### config.mk
export PLATFORM = sky130hd
export DESIGN_NAME = instr_buffer
export DESIGN_NICKNAME = d
export VERILOG_FILES = /design/src/rtl/instr_buffer_pkg.sv /design/src/rtl/instr_buffer.sv
export SDC_FILE = /design/constraint.sdc
export NUM_CORES = 1
export LEC_CHECK = 0
export ABC_AREA = 1
export CAP_MARGIN = 40
export CORE_MARGIN = 2
export CORE_UTILIZATION = 45
export CTS_BUF_LIST = sky130_fd_sc_hd__clkbuf_2
export DETAILED_ROUTE_END_ITERATION = 6
export HOLD_SLACK_MARGIN = 0.15
export PLACE_DENSITY = 0.65
export SYNTH_ARGS = -nofsm -noshare
export SYNTH_HDL_FRONTEND = slang
export SYNTH_SLANG_ARGS = --single-unit
### constraint.sdc
create_clock -name clock -period 6.95 [get_ports clock]
set_input_delay 2.085 -clock clock [delete_from_list [all_inputs] [get_ports clock]]
set_output_delay 2.085 -clock clock [all_outputs]
set_load 0.01 [all_outputs]
### src/rtl/instr_buffer_pkg.sv
// Shared types and sizing for the fetch-to-decode instruction buffer.
package instr_buffer_pkg;

    localparam int IB_WIDTH = 2;
    localparam int IB_DEPTH = 8;

    typedef struct packed {
        logic [31:0] pc;
        logic [31:0] inst;
    } FETCH_ENTRY;

endpackage

### src/rtl/instr_buffer.sv
// Circular instruction buffer between fetch and decode; fetch bundles visible 1 cycle after push.
// Stalls fetch when fewer than N slots are free (registered count only); decode pops a prefix.
module instr_buffer
    import instr_buffer_pkg::*;
#(
    parameter int N          = IB_WIDTH,
    parameter int DEPTH      = IB_DEPTH,
    localparam int CNT_W     = $clog2(DEPTH) + 1,
    localparam int RDY_W     = $clog2(N + 1)
) (
    input  logic                 clock,
    input  logic                 reset_n,
    input  logic                 fetch_bundle_valid_i,
    input  FETCH_ENTRY [N-1:0]   fetch_entries_i,
    output logic                 ib_stall_o,
    input  logic                 flush_i,
    input  logic [RDY_W-1:0]     dispatch_ready_i,
    output logic [N-1:0]         dispatch_valid_o,
    output FETCH_ENTRY [N-1:0]   dispatch_entries_o,
    output logic [CNT_W-1:0]     count_o,
    output logic                 overflow_err_o
);

    localparam int PTR_W = $clog2(DEPTH);

    FETCH_ENTRY         r_mem [DEPTH];
    logic [PTR_W-1:0]   r_head;
    logic [PTR_W-1:0]   r_tail;
    logic [CNT_W-1:0]   r_count;
    logic               r_ovf;

    logic               w_push;
    logic [CNT_W-1:0]   w_rdy;
    logic [CNT_W-1:0]   w_pop_cnt;
    logic [CNT_W-1:0]   w_count_nxt;

    // No credit is given for same-cycle pops, so fetch sees a purely registered stall.
    assign ib_stall_o  = (CNT_W'(DEPTH) - r_count) < CNT_W'(N);
    assign w_push      = fetch_bundle_valid_i && !ib_stall_o && !flush_i;
    assign w_rdy       = CNT_W'(dispatch_ready_i);
    assign w_pop_cnt   = (w_rdy < r_count) ? w_rdy : r_count;
    assign w_count_nxt = r_count + (w_push ? CNT_W'(N) : '0) - w_pop_cnt;

    always_ff @(posedge clock or negedge reset_n) begin
        if (!reset_n) begin
            r_head  <= '0;
            r_tail  <= '0;
            r_count <= '0;
            r_ovf   <= 1'b0;
        end else begin
            if (fetch_bundle_valid_i && ib_stall_o) begin
                r_ovf <= 1'b1;
            end
            if (flush_i) begin
                r_head  <= '0;
                r_tail  <= '0;
                r_count <= '0;
            end else begin
                r_head  <= PTR_W'(r_head + w_pop_cnt);
                r_tail  <= w_push ? PTR_W'(r_tail + PTR_W'(N)) : r_tail;
                r_count <= w_count_nxt;
            end
        end
    end

    // Storage carries no reset; validity is tracked entirely by the count.
    always_ff @(posedge clock) begin
        if (w_push) begin
            for (int i = 0; i < N; i++) begin
                r_mem[PTR_W'(r_tail + PTR_W'(i))] <= fetch_entries_i[i];
            end
        end
    end

    always_comb begin
        dispatch_valid_o   = '0;
        dispatch_entries_o = '0;
        for (int i = 0; i < N; i++) begin
            if (r_count > CNT_W'(i)) begin
                dispatch_valid_o[i]   = 1'b1;
                dispatch_entries_o[i] = r_mem[PTR_W'(r_head + PTR_W'(i))];
            end
        end
    end

    assign count_o        = r_count;
    assign overflow_err_o = r_ovf;

    a_count_bound: assert property (@(posedge clock) disable iff (!reset_n)
        r_count <= CNT_W'(DEPTH));

endmodule

==> reports/metrics.yaml, run 1 <==
place:
  dp_slack_ns: 1.51
  gp_congestion: 0.812
  dp_cells: 4363
  port_buffers: 269
  dp_hpwl_um: 51300
cts:
  cts_buffers: 145
  clk_path_buf_depth: 3
  clock_latency_ns: 1.32
  htree_levels: 4
  hold_buffers: 0
  path_clk_slew_ns: 0.11
  cts-root-buf: "clkbuf_2"
  cts_tree: "yes"
  cts.sinks: 522
sta:
  rsz0062_at_grt: "no"
  maxSlewHeadroom_pct: 2.73
  worstMarginPinSlew_ns: 1.46
  period_share_pct: 96.3
  finalHoldViolCount: 0
  fmax_ghz: 0.149
  setup_viol: 0
  period_minus_slack_ns: 6.70
  setup_slack_ns: 0.255
  fin_skew_ns: 0.0662
  final_max_slew_viol_count: 0
worst_setup_path:
  crit_fanout: 44
  crit_slowest_cell: "ha_4"
  startpoint_type: "flop"
  r2r_end: "r_mem[1][45]"
  r2r_start: "count_o[1]"
  max_stage_delay_ns: 0.66
  critPathArrivalTime_ns: 4.61
  cp.required_ns: 4.87
  worstPathCellList: "ha_4 > buf_4 > nand2_1 > o21ai_0 > a21oi_1 > nor3_1 > clkdlybuf4s50_1"
  worstRegToRegCells: 9
  cp-end-kind: "output pin"
  criticalPathCategory: "reg -> out"
  r2r_slack_ns: 3.56
synth:
  ys_ff_latch: 522
  syn_avg_cell_area_sq_um: 8.30
  yosys_warnings: 0
  synth_fp_nets: 3660
  synth_top_flop_cell: "edfxtp_1"
  synthArstFlopShare_pct: 1.92
  synth_top_area_share_pct: 52.8
  yosysSeqAreaShare_pct: 53.6
  synth_area_leader_cell: "edfxtp_1"
  syn-cell-area_sq_mm: 0.0291
  syn_inst: 3509
  yosysUniqueCellTypes: 31
  synth-edff-count: 512
  synth_area_leaders: "edfxtp_1, nand2_1, o21ai_0"
finish:
  area_growth_pct: 15.4
  drive_above_1_share_pct: 8.31
  nNetsFinal: 3806
  layoutNonFillerInstCount: 4626
global_routing:
  grtUsageTotal_pct: 26.9
  overflow: 0
  grt_max_degree: 299
  grt_pass1_vias: 24431
  grt_pass1_wl_um: 139000
  antenna_found_initial: 8
floorplanning:
  num_rows: 93
  coreArea_sq_mm: 0.0642
  start_util_pct: 45.4
  io_pins: 270
  die_w_um: 258
  die_area_sq_mm: 0.0668
  die_y_um: 258
power:
  leakagePower_nw: 13.8
  p_int_mw: 8.24
  p_total_mw: 15.2
  powerDensity_mw_per_mm2: 451
  sequentialPowerShare_pct: 26.9
  combinationalPowerShare_pct: 57.6
  power_frac_clock_pct: 15.5
  switchingPower_mw: 6.94
  swShare_pct: 45.7
  ir_drop_v: 0.000424
worst_hold_path:
  worstHoldStart: "overflow_err_o"
  hp-class: "reg -> reg"
  whs_endpoint: "overflow_err_o"
  whs_path_depth: 1
drt:
  viasPerCell: 5.58
  drc_errors: 0
  drt_wl_total_um: 91300
  ant_nets: 0
  wl_per_cell_um: 19.7
  drtIter0Drc: 2543
  drt_pass1_iterations: 6
  dr_total_vias: 25804
job:
  drv_cap: 0
run_status:
  status: "complete, no violations"
[critical path: cells and delay by family, from the launching register on]
| kind | cells | cell delay (ns) |
|---|---|---|
| buffers and inverters | 2 | 1.28 |
| adder cells (fa/ha/maj) | 1 | 0.66 |
| flip-flops | 1 | 0.56 |
| AND/OR/NAND/NOR | 2 | 0.52 |
| AO/OA/AOI/OAI | 2 | 0.23 |
[worst max path at each step]
stage | from | endpoint | slack (ns)
after floorplan | fetch_bundle_valid_i | r_mem[0][0] | 1.19
after global placement | r_head[0] | dispatch_entries_o[91] | 1.51
after detailed placement | r_head[0] | dispatch_entries_o[66] | 1.51
after CTS | r_head[0] | dispatch_entries_o[91] | -0.02
after global routing | r_head[0] | dispatch_entries_o[127] | 0.01
final | r_head[0] | dispatch_entries_o[127] | 0.25
[power groups by stage]
stage               sequential, mW  clock (mW)  combinational, mW
detailed placement            4.14           0               8.69
global placement              4.14           0               8.58
floorplan                     4.06           0               4.93
finish                        4.08        2.36               8.74
CTS                           4.07        2.41               8.73
global route                  4.11        2.57               9.48
[cells by family after synthesis]
kind of cell	after synthesis	share of synthesized area (%)
AOI/OAI and AO/OA	721	14.3
DFF	522	53.6
xor gates and xnor gates	3	0.0902
buffers and inverters	486	7.20
and+or+nand+nor	1760	24.0
adders and majority gates	17	0.808
[cells in the final DEF (no fill, tap or decap), drive strengths merged]
master / n
xnor2: 1
o21ai: 334
clkinv: 39
clkdlybuf4s50: 269
nand4: 4
diode: 3
nand3: 193
edfxtp: 512
a21o: 1
or2: 1
nor3: 63
nor2: 339
a21oi: 198
o21bai: 1
bufinv: 5
o22ai: 62
dfrtp: 10
clkinvlp: 1
fa: 3
xor2: 2
inv: 162
o211ai: 63
o211a: 62
ha: 14
clkbuf: 211
nand2: 1160
buf: 58
[sequential cells by signal, summed over array words and instances, names as in the netlist]
signal	flops
count_o	4
overflow_err_o	1
r_head	3
r_mem	512
r_tail	2
[timing repair]
action / in CTS / in global routing
gates cloned: 0 / 0
gates resized for setup: 0 / 2
setup endpoints to repair: 3 / 18
setup buffers: 0 / 0
[synth_stat cells, types with 5 or more instances]
cell type	n
nor3_1	63
buf_2	92
ha_1	14
nand2_1	1160
inv_1	153
dfrtp_1	10
o22ai_1	62
nand3_1	191
buf_1	22
o211a_1	62
nor2_2	5
buf_4	10
o211ai_1	63
clkbuf_1	188
o21ai_0	334
nor2_1	334
edfxtp_1	512
buf_6	16
a21oi_1	198
[final cells by class]
type | count | area (sq um)
Inverter | 158 | 608
Clock buffer | 211 | 1060
Tap cell | 855 | 1070
Multi-Input combinational cell | 2501 | 11500
Timing Repair Buffer | 327 | 3390
Clock inverter | 49 | 329
Fill cell | 6053 | 30600
Sequential cell | 522 | 15600
Antenna cell | 3 | 7.51
[through the flow]
stage               setup TNS (ns)  util, %  hold slack, ns  instance area (sq um)
floorplan                        0        -           0.493                  29100
global placement                 0     49.8           0.439                  32000
detailed placement               0     50.2           0.459                  32200
CTS                        -0.0327     52.3           0.486                  33600
global route                     0     52.3           0.490                  33600
finish                           0     52.3           0.481                  33600
[metal layers]
layer	vias up	track usage [%]	part of all wire (%)
li1	12219	-	-
met1	12230	33.6	40
met2	1152	45.0	49
met3	193	5.67	8.4
met4	10	12.4	3.2
met5	-	0	0.073
No activity file was read; power rests on OpenSTA's default activity.
==> run 2, diff against run 1 <==
Clock period 6.95 ns to 6.5 ns, I/O delays scaled along.
==> run 2 against run 1 <==
Die area unchanged. Flip-flop and latch count unchanged. Clock skew up 0.030 ns.
==> reports/metrics.yaml, run 2 (synthesized netlist as in run 1, its figures left out) <==
run_status:
  status: "complete, no violations"
place:
  gp_congestion: 0.800
  dp_slack_ns: 1.22
  port_buffers: 269
  dp_hpwl_um: 52100
cts:
  hold_buffers: 0
  htree_levels: 4
  clock_latency_ns: 1.35
  cts_buffers: 141
  clk_path_buf_depth: 3
  cts_tree: "yes"
  cts-root-buf: "clkbuf_2"
  cts.sinks: 522
  path_clk_slew_ns: 0.10
global_routing:
  grt_pass1_wl_um: 138000
  antenna_found_initial: 5
  grtUsageTotal_pct: 26.9
  grt_pass1_vias: 23952
  overflow: 0
  grt_max_degree: 253
worst_hold_path:
  whs_endpoint: "overflow_err_o"
  worstHoldStart: "overflow_err_o"
  whs_path_depth: 1
  hp-class: "reg -> reg"
power:
  combinationalPowerShare_pct: 58.0
  ir_drop_v: 0.000457
  sequentialPowerShare_pct: 27.1
  p_total_mw: 16.2
  powerDensity_mw_per_mm2: 480
  swShare_pct: 45.6
  p_int_mw: 8.81
  switchingPower_mw: 7.38
  power_frac_clock_pct: 15.0
  leakagePower_nw: 13.8
drt:
  drt_pass1_iterations: 6
  ant_nets: 0
  wl_per_cell_um: 19.7
  viasPerCell: 5.52
  drc_errors: 0
  drtIter0Drc: 2538
  dr_total_vias: 25570
  drt_wl_total_um: 91300
worst_setup_path:
  cp.required_ns: 4.55
  worstRegToRegCells: 14
  criticalPathCategory: "reg -> out"
  startpoint_type: "flop"
  r2r_slack_ns: 3.22
  r2r_start: "count_o[1]"
  cp-end-kind: "output pin"
  critPathArrivalTime_ns: 4.39
  r2r_end: "count_o[3]"
  crit_fanout: 68
sta:
  period_share_pct: 97.5
  rsz0062_at_grt: "yes"
  finalHoldViolCount: 0
  fin_hold_ws_ns: 0.466
  period_minus_slack_ns: 6.34
  setup_viol: 0
  worstMarginPinSlew_ns: 1.19
  setup_slack_ns: 0.162
  fin_skew_ns: 0.0962
  final_max_slew_viol_count: 0
  maxSlewHeadroom_pct: 20.5
  fmax_ghz: 0.158
finish:
  layout_commonest_cell: "nand2_1"
  most-common-layout-cells: "nand2_1, edfxtp_1, o21ai_0"
  drive_above_1_share_pct: 8.33
  area_growth_pct: 15.8
  final_util_pct: 52.5
  nNetsFinal: 3815
  top_register: "r_mem"
  largest_reg_flops: 512
floorplanning:
  die_area_sq_mm: 0.0668
  start_util_pct: 45.4
  die_y_um: 258
  coreArea_sq_mm: 0.0642
  io_pins: 270
  num_rows: 93
  die_w_um: 258
job:
  drv_cap: 0
run 2: worst max-delay path by stage:
stage          depth (start not counted)                endpoint                  from
6_report                               6  dispatch_entries_o[91]             r_head[0]
5_1_grt                                5  dispatch_entries_o[64]             r_head[0]
4_1_cts                                7  dispatch_entries_o[66]             r_head[0]
3_5_place_dp                           8  dispatch_entries_o[69]             r_head[0]
3_3_place_gp                           8  dispatch_entries_o[69]             r_head[0]
2_1_floorplan                          3             r_mem[0][0]  fetch_bundle_valid_i
run 2: power by group through the flow:
stage / Combinational (mW) / Sequential [mW] / Clock (mW)
floorplan: 5.27 / 4.35 / 0
global placement: 9.17 / 4.47 / 0
detailed placement: 9.26 / 4.48 / 0
CTS: 9.37 / 4.38 / 2.48
global route: 10.2 / 4.42 / 2.64
finish: 9.38 / 4.38 / 2.42
run 2: what timing repair did:
item                       CTS  global route
hold endpoints to repair     0             0
setup buffers                2             0
pin swaps                    0             0
setup endpoints to repair   69            25
gates resized for setup      3             3
run 2: critical path, cell delays in order, from the launching register on:
cell and delay (ns):
dfrtp_4 0.64, ha_4 0.53, buf_12 0.38, o211ai_1 0.19, o211a_1 0.15, nor3_1 0.42, clkdlybuf4s50_1 0.65
run 2: cell type report:
cell class              instances  area [sq um]
fillers                      5981         30500
flip-flops and latches        522         15600
multi-input cells            2501         11500
repair buffers                340          3550
well taps                     855          1070
clock buffers                 194           971
inverters                     158           616
clock inverters                56           358
diodes                          4          10.0
run 2: per-stage QoR:
step	cells	cell area, sq um	setup TNS [ns]
after floorplan	3509	29100	0
after global placement	4365	32200	0
after detailed placement	4374	32300	0
after CTS	4626	33700	0
after global routing	4630	33700	-0.0887
final	4630	33700	0
run 2: per-layer routing:
layer	wire [um]	up-vias	track usage, %
met4	2460	2	10.6
met1	36700	11920	34.3
met2	44200	1248	45.4
met3	7890	173	5.22
met5	15	-	0
li1	-	12227	-
